$ cat config.mk
export PLATFORM = sky130hd
export DESIGN_NAME = timestamp_dr
export DESIGN_NICKNAME = d
export VERILOG_FILES = /design/src/rtl/timestamp_dr.sv
export SDC_FILE = /design/constraint.sdc
export NUM_CORES = 1
export LEC_CHECK = 0
export CAP_MARGIN = 40
export CORE_MARGIN = 5
export CORE_UTILIZATION = 55
export DETAILED_ROUTE_END_ITERATION = 7
export PLACE_DENSITY = 0.85
export SLEW_MARGIN = 20
export SYNTH_ARGS = -nofsm -noshare
export SYNTH_HDL_FRONTEND = slang
export SYNTH_SLANG_ARGS = --single-unit
$ cat constraint.sdc
create_clock -name clk -period 5.58 [get_ports clk]
set_input_delay 1.674 -clock clk [delete_from_list [all_inputs] [get_ports clk]]
set_output_delay 1.674 -clock clk [all_outputs]
set_load 0.01 [all_outputs]
$ cat src/rtl/timestamp_dr.sv
// Build-identification data register behind a virtual-JTAG instance: captures the
// build fields into a framed shift register, shifts them out LSB-first and checks the
// host's acknowledge frame on update. Define TIMESTAMP_DR_CRC_EN to append a CRC-8 byte.
module timestamp_dr #(
    parameter logic [7:0] SYNC_BYTE = 8'hA5
) (
    input  logic       clk,
    input  logic       reset_n,
    input  logic [7:0] compile_num,
    input  logic [6:0] revision,
    input  logic [3:0] subrevision,
    input  logic [6:0] year,
    input  logic [3:0] month,
    input  logic [4:0] day,
    input  logic [4:0] hour,
    input  logic [5:0] minute,
    input  logic       cdr,
    input  logic       sdr,
    input  logic       udr,
    input  logic       tdi,
    output logic       tdo,
    output logic [6:0] bit_count,
    output logic       frame_done,
    output logic       upd_valid,
    output logic [7:0] upd_data,
    output logic       len_err
);

`ifdef TIMESTAMP_DR_CRC_EN
    localparam int FRAME_LEN = 64;
`else
    localparam int FRAME_LEN = 56;
`endif
    localparam int         BASE_LEN    = 56;
    localparam logic [6:0] FRAME_LEN_C = 7'(FRAME_LEN);

    typedef enum logic [1:0] {
        IDLE     = 2'd0,
        LOADED   = 2'd1,
        SHIFTING = 2'd2,
        DONE     = 2'd3
    } state_t;

    state_t                 state_q,     state_d;
    logic [FRAME_LEN-1:0]   sr_q,        sr_d;
    logic [6:0]             bit_count_q, bit_count_d;
    logic                   upd_valid_q, upd_valid_d;
    logic [7:0]             upd_data_q,  upd_data_d;
    logic                   len_err_q,   len_err_d;

    logic [BASE_LEN-1:0]    base_frame;
    logic [FRAME_LEN-1:0]   capture_frame;

    assign base_frame = {2'b00, minute, hour, day, month, year,
                         subrevision, revision, compile_num, SYNC_BYTE};

`ifdef TIMESTAMP_DR_CRC_EN
    // Bitwise CRC-8 (poly 0x07, init 0), fed MSB-first from frame bit 55 down to 0.
    function automatic logic [7:0] crc8_07(input logic [BASE_LEN-1:0] d);
        logic [7:0] crc;
        logic       fb;
        crc = 8'h00;
        for (int i = BASE_LEN - 1; i >= 0; i--) begin
            fb  = crc[7] ^ d[i];
            crc = {crc[6:0], 1'b0} ^ (fb ? 8'h07 : 8'h00);
        end
        return crc;
    endfunction

    assign capture_frame = {crc8_07(base_frame), base_frame};
`else
    assign capture_frame = base_frame;
`endif

    always_ff @(posedge clk or negedge reset_n) begin
        if (!reset_n) begin
            state_q     <= IDLE;
            sr_q        <= '0;
            bit_count_q <= '0;
            upd_valid_q <= 1'b0;
            upd_data_q  <= '0;
            len_err_q   <= 1'b0;
        end else begin
            state_q     <= state_d;
            sr_q        <= sr_d;
            bit_count_q <= bit_count_d;
            upd_valid_q <= upd_valid_d;
            upd_data_q  <= upd_data_d;
            len_err_q   <= len_err_d;
        end
    end

    // Strobe priority is capture, then shift, then update; losers are dropped.
    always_comb begin
        state_d     = state_q;
        sr_d        = sr_q;
        bit_count_d = bit_count_q;
        upd_valid_d = 1'b0;
        upd_data_d  = upd_data_q;
        len_err_d   = len_err_q;

        if (cdr) begin
            state_d     = LOADED;
            sr_d        = capture_frame;
            bit_count_d = '0;
        end else if (sdr) begin
            sr_d = {tdi, sr_q[FRAME_LEN-1:1]};
            unique case (state_q)
                LOADED, SHIFTING: begin
                    if (bit_count_q != FRAME_LEN_C) begin
                        bit_count_d = bit_count_q + 7'd1;
                    end
                    state_d = (bit_count_d == FRAME_LEN_C) ? DONE : SHIFTING;
                end
                // IDLE rotates without counting; DONE is already saturated.
                default: begin
                    state_d = state_q;
                end
            endcase
        end else if (udr) begin
            state_d = IDLE;
            if (bit_count_q == FRAME_LEN_C) begin
                upd_data_d  = sr_q[7:0];
                upd_valid_d = 1'b1;
            end else begin
                len_err_d = 1'b1;
            end
        end
    end

    assign tdo        = sr_q[0];
    assign bit_count  = bit_count_q;
    assign frame_done = (bit_count_q == FRAME_LEN_C);
    assign upd_valid  = upd_valid_q;
    assign upd_data   = upd_data_q;
    assign len_err    = len_err_q;

endmodule

==> results of run 1 <==
==> worst register-to-register path, delay by kind of cell, from the launching register on <==
family / cells / cell delay, ns
simple gates: 3 / 0.73
flops: 1 / 0.44
mux: 1 / 0.31
buf+inv: 2 / 0.21
fa+ha+maj: 1 / 0.14
==> final cells by class <==
class                      instances  area (sq um)
clock buffer                      15           176
clock inverter                     1          30.0
fill                             464          1810
inverter                           5          23.8
multi-input combinational        216          1500
sequential                        75          1880
tap                               77          96.3
timing repair buffer              73           768
==> state kept, by name, summed over array words and instances (netlist names) <==
register   count
upd_data       8
sr_q          56
upd_valid      1
bit_count      7
state_q        2
len_err        1
==> cells in the final DEF (no fill, tap or decap), drive strengths merged, types with 5 or more instances in the layout <==
cell,Yosys,layout
inv,5,5
clkdlybuf4s50,0,67
nand2,49,49
clkbuf,12,15
mux2i,53,53
buf,9,6
o21ai,47,47
nor2,14,14
dfrtp,75,75
mux2,8,8
xor2,6,6
==> routing by layer <==
metal  share of wire  GRT usage
met5               0          0
met4           0.014     0.0718
met3           0.041     0.0351
met2            0.48      0.260
met1            0.47      0.229
==> per-stage QoR <==
stage | hold slack (ns) | power (mW)
2_1_floorplan | 0.458 | 0.704
3_3_place_gp | 0.449 | 0.769
3_5_place_dp | 0.463 | 0.782
4_1_cts | 0.479 | 1.21
5_1_grt | 0.497 | 1.25
6_report | 0.485 | 1.20
==> cells by family after synthesis <==
| family | after synthesis |
|---|---|
| buffers and inverters | 26 |
| DFF | 75 |
| xor gates and xnor gates | 9 |
| AOI/OAI and AO/OA | 60 |
| adders and majority gates | 2 |
| muxes | 61 |
| and+or+nand+nor | 84 |
==> report_power, final <==
group          leakage (nW)  internal (mW)  switching (mW)  total [mW]
combinational          1.04         0.0848          0.0730       0.158
sequential            0.937          0.586          0.0272       0.613
clock                 0.104          0.244           0.181       0.425
==> final timing paths <==
check	from	end	slack, ns
worst min register to register	len_err	len_err	0.49
max in group asynchronous	reset_n	sr_q[34]	3.77
worst max register to register	bit_count[0]	upd_data[2]	3.62
min in group asynchronous	reset_n	sr_q[16]	1.27
worst max-delay path	bit_count[0]	frame_done	1.60
worst min-delay path	len_err	len_err	0.49
==> flow_summary_export.csv, run 1 <==
group,metric,value,unit
run_status,outcome,"finished, final reports clean",
worst_setup_path,max_stage_delay,0.53,ns
clocking,cts_setup_buffers,0,
die,ios,71,
yosys,postSynthCellCount,317,
worst_setup_path,critPathBufInv,3,
yosys,synthArstFlopShare,1.00,
yosys,synth_area_leaders,"dfrtp_1 54%, mux2i_1 15%, o21ai_0 6.7%",
clocking,cts_tree,"yes",
timing,tns,0,ns
worst_setup_path,crit_path_start_kind,"flip-flop",
worst_setup_path,crit_chain,"inv_1 > ha_1 > or3b_4 > or2_4 > inv_6 > clkdlybuf4s50_1",
layout,drive_gt1_frac,0.0909,
die,die_h,89.8,microns
clocking,clkTransAtPathRegs,0.08,ns
power_and_ir_drop,ir_drop,156,uV
placement,place_ws,1.96,ns
job,cap_violations,0,
detailed_routing,wl_per_cell,14.2,microns
timing,finalClockSkew,0.00890,ns
detailed_routing,drt_iter0_drc,96,
worst_setup_path,critical_path_required,3.91,ns
global_routing,grt_pass1_vias,2473,
yosys,ys_types,37,
yosys,synth_compound_area_frac,0.0965,
clocking,cts_buffer_depth,2,
yosys,yosysTopAreaCellShare,0.536,
clocking,numCtsBuffers,9,
worst_setup_path,critical_path_depth,6,
min_path,min_path_type,"reg2reg",
timing,fmax,251,MHz
yosys,synthAdderAreaFrac,0.00715,
placement,dp_hpwl,4630,microns
detailed_routing,num_vias,2442,
worst_setup_path,crit_arrival,2.31,ns
placement,dpl-instance-area,4260,sq um
die,initial_core_util,0.558,
global_routing,antenna_found_initial,0,
yosys,synth.most_common_cell,"dfrtp_1",
layout,utilization,0.712,
detailed_routing,via_per_inst,5.29,
global_routing,grt_max_degree,67,
die,die_x,89.8,microns
yosys,postSynthNetCount,371,
clocking,cts_resized,0,
die,rows,29,
worst_setup_path,cp_top_family,"buffers and inverters",
power_and_ir_drop,cellPowerDensity,267,nW/um^2
worst_setup_path,r2r_cells,7,
worst_setup_path,path_max_fanout,6,
detailed_routing,drtAntennaViolNets,0,
clocking,h-tree-depth,3,
detailed_routing,drt-total-wl,6570,microns
placement,dp.cells,446,
worst_setup_path,crit_type,"reg2out",
yosys,synth_common_cells,"75 x dfrtp_1, 53 x mux2i_1, 48 x nand2_1",
yosys,synth_mux_area_frac,0.186,
timing,finalSetupViolCount,0,
detailed_routing,first_pass_iters,4,
timing,maxSlewHeadroom,0.700,
yosys,synth_top_family_by_area,"multiplexers",
placement,numPortBuffers,70,
global_routing,grt_use_total,0.168,
clocking,hold_buffers,0,
layout,stdcell_area,4470,sq um
worst_setup_path,cpMaxStageDelayCell,"clkdlybuf4s50_1",
yosys,synth_seq_cells,75,
clocking,cts.sinks,75,
power_and_ir_drop,p_leak,2.08,nW
timing,grt_setup_unrepaired,"no",
yosys,synth_xor_area_frac,0.0225,
placement,gp_congestion,0.829,
detailed_routing,drcViolationCount,0,
die,fp.dieArea,8060,sq um
yosys,synth_edf_count,0,
min_path,hold_path_depth,1,
timing,tightestPinTransition,0.449,ns
die,coreArea,6280,sq um
yosys,synth_warnings,0,
timing,period_share,0.714,
layout,antenna_cells,0,
clocking,clk_latency,0.33,ns
clocking,cts-root-buf,"clkbuf_8",
yosys,synth_top_area_cell,"dfrtp_1",
global_routing,grt_first_pass_wirelength,11300,microns
timing,min_period,3.98,ns
yosys,syn_area,3500,sq um
yosys,ys.flop_type,"dfrtp_1",
yosys,synth_simple_gate_area_frac,0.116,
timing,setup_ws,1.60,ns
layout,finalNonFillerCells,462,
timing,slew_violations,0,
yosys,ys_seq_area_frac,0.536,
timing,hold_viol,0,
yosys,syn_avg_cell_area,11.0,sq um
layout,nets,434,
worst_setup_path,endpoint_kind,"output pin",
global_routing,grt_overflow,0,
layout,area_growth,27.7,%
Note: power is estimated with default switching activity, not from simulation.
==> run 2, diff against run 1 <==
--- a/config.mk
+++ b/config.mk
@@ -7,9 +7,9 @@
 export LEC_CHECK = 0
 export CAP_MARGIN = 40
 export CORE_MARGIN = 5
-export CORE_UTILIZATION = 55
+export CORE_UTILIZATION = 51
 export DETAILED_ROUTE_END_ITERATION = 7
-export PLACE_DENSITY = 0.85
+export PLACE_DENSITY = 0.79
 export SLEW_MARGIN = 20
 export SYNTH_ARGS = -nofsm -noshare
 export SYNTH_HDL_FRONTEND = slang
==> constraint.sdc (replaced) <==
create_clock -name clk -period 3.9 [get_ports clk]
set_input_delay 1.17 -clock clk [delete_from_list [all_inputs] [get_ports clk]]
set_output_delay 1.17 -clock clk [all_outputs]
set_load 0.01 [all_outputs]
==> run 2 against run 1 <==
Sequential cell count unchanged. Via count down 1.3%. Clock-buffer cell count down 3. Final area down 1.5%. Clock power up 16%. Combinational power up 39%. First-iteration DRC count down 29%. Die area up 7.0%. Non-clock buffer count up 1. Total power up 33%. Cell count up 0.65%. Register-to-register slack worse by 1.6 ns. Largest cell class unchanged. Highest routed layer unchanged.
==> flow_summary_export.csv, run 2 (synthesized netlist as in run 1, its figures left out) <==
group,metric,value,unit
detailed_routing,drtAntennaViolNets,0,
worst_setup_path,max_stage_delay,0.53,ns
layout,drive_gt1_frac,0.0935,
timing,hold_viol,0,
layout,layout_common_cells,"75 x dfrtp_1, 67 x clkdlybuf4s50_1, 53 x mux2i_1",
worst_setup_path,endpoint_kind,"output pin",
clocking,clk_latency,0.32,ns
timing,min_period,3.44,ns
clocking,cts_buffer_depth,2,
clocking,cts_resized,0,
layout,stdcell_area,4400,sq um
clocking,hold_buffers,0,
detailed_routing,wl_per_cell,13.4,microns
run_status,outcome,"finished, final reports clean",
timing,fmax,291,MHz
placement,gp_congestion,0.781,
clocking,h-tree-depth,3,
worst_setup_path,crit_type,"reg2out",
die,die_x,92.9,microns
clocking,numCtsBuffers,9,
min_path,min_path_type,"reg2reg",
timing,finalClockSkew,0.00596,ns
placement,dp_hpwl,4440,microns
global_routing,antenna_found_initial,0,
die,initial_core_util,0.518,
layout,largest_reg_flops,56,
clocking,cts_setup_buffers,0,
detailed_routing,num_vias,2410,
detailed_routing,via_per_inst,5.18,
power_and_ir_drop,ir_drop,185,uV
power_and_ir_drop,cellPowerDensity,360,nW/um^2
die,ios,71,
min_path,hold_path_depth,1,
worst_setup_path,crit_chain,"inv_1 > ha_1 > or3b_4 > or2_4 > inv_6 > clkdlybuf4s50_1",
die,rows,30,
die,die_h,92.9,microns
power_and_ir_drop,p_leak,2.05,nW
detailed_routing,drcViolationCount,0,
global_routing,grt_overflow,0,
placement,numPortBuffers,70,
timing,finalSetupViolCount,0,
timing,tns,0,ns
layout,fillerInstances,532,
worst_setup_path,crit_path_start_kind,"flip-flop",
global_routing,grt_use_total,0.158,
layout,antenna_cells,0,
detailed_routing,drt_iter0_drc,68,
worst_setup_path,critical_path_required,2.73,ns
job,cap_violations,0,
layout,area_growth,25.7,%
placement,dpl-instance-area,4240,sq um
die,coreArea,6760,sq um
detailed_routing,first_pass_iters,4,
timing,maxSlewHeadroom,0.662,
power_and_ir_drop,p_total,1.59,mW
timing,tightestPinTransition,0.508,ns
clocking,cts.sinks,75,
worst_setup_path,cp_top_family,"buffers and inverters",
worst_setup_path,path_max_fanout,6,
layout,regMostFlops,"sr_q",
detailed_routing,drt-total-wl,6250,microns
clocking,cts-root-buf,"clkbuf_8",
layout,nets,435,
timing,period_share,0.881,
worst_setup_path,crit_arrival,2.27,ns
worst_setup_path,r2r_cells,7,
layout,final_common_cell,"dfrtp_1",
clocking,clkTransAtPathRegs,0.07,ns
timing,grt_setup_unrepaired,"no",
worst_setup_path,critical_path_depth,6,
die,fp.dieArea,8620,sq um
worst_setup_path,cpMaxStageDelayCell,"clkdlybuf4s50_1",
global_routing,grt_max_degree,60,
clocking,cts_tree,"yes",
global_routing,grt_first_pass_wirelength,10900,microns
global_routing,grt_pass1_vias,2460,
worst_setup_path,critPathBufInv,3,
timing,slew_violations,0,
[run 2: cell types whose count changed in the layout (fill, tap and decap cells not counted), sizes merged]
cell,before,now
clkbuf,15,12
clkinv,0,3
buf,6,7
bufinv,1,0
[run 2: per-layer routing]
metal	global-route usage	up-vias	wire [microns]
li1	-	1225	-
met1	0.210	1132	2980
met2	0.253	49	2940
met3	0.0382	4	289
met4	0.0562	0	39
met5	0	-	0
[run 2: worst paths after layout]
check	from	endpoint	slack (ns)
worst min-delay path	len_err	len_err	0.46
worst max register to register	bit_count[0]	upd_data[1]	1.98
min in group asynchronous	reset_n	upd_data[7]	0.70
max in group asynchronous	reset_n	sr_q[20]	2.64
worst max-delay path	bit_count[0]	frame_done	0.46
worst min register to register	len_err	len_err	0.46
[run 2: worst register-to-register path, cell delays in order, from the launching register on]
cell	delay [ns]
dfrtp_1	0.43
inv_1	0.11
ha_1	0.14
or3b_4	0.38
or2_4	0.27
inv_6	0.08
nand2_8	0.08
mux2_4	0.31
[run 2: final cells by class]
class	count	area, sq um	area share
inverter	5	23.8	0.00540
clock buffer	12	145	0.0330
tap	80	100	0.0227
timing repair buffer	74	743	0.169
sequential	75	1880	0.426
multi-input combinational	216	1500	0.340
clock inverter	3	15.0	0.00341
[run 2: power by group]
| part | switching, mW | total, mW | internal, mW |
|---|---|---|---|
| Clock | 0.250 | 0.492 | 0.242 |
| Combinational | 0.101 | 0.220 | 0.119 |
| Sequential | 0.0368 | 0.875 | 0.838 |
| Total | 0.388 | 1.59 | 1.20 |
[run 2: per-stage QoR]
stage                     utilization  setup WS, ns  cells  hold WS, ns
after floorplan                     -          1.35    317        0.458
after global placement          0.624         0.859    449        0.447
after detailed placement        0.628         0.800    450        0.449
after CTS                       0.652         0.442    465        0.465
after global routing            0.652         0.353    465        0.485
final                           0.652         0.464    465        0.462
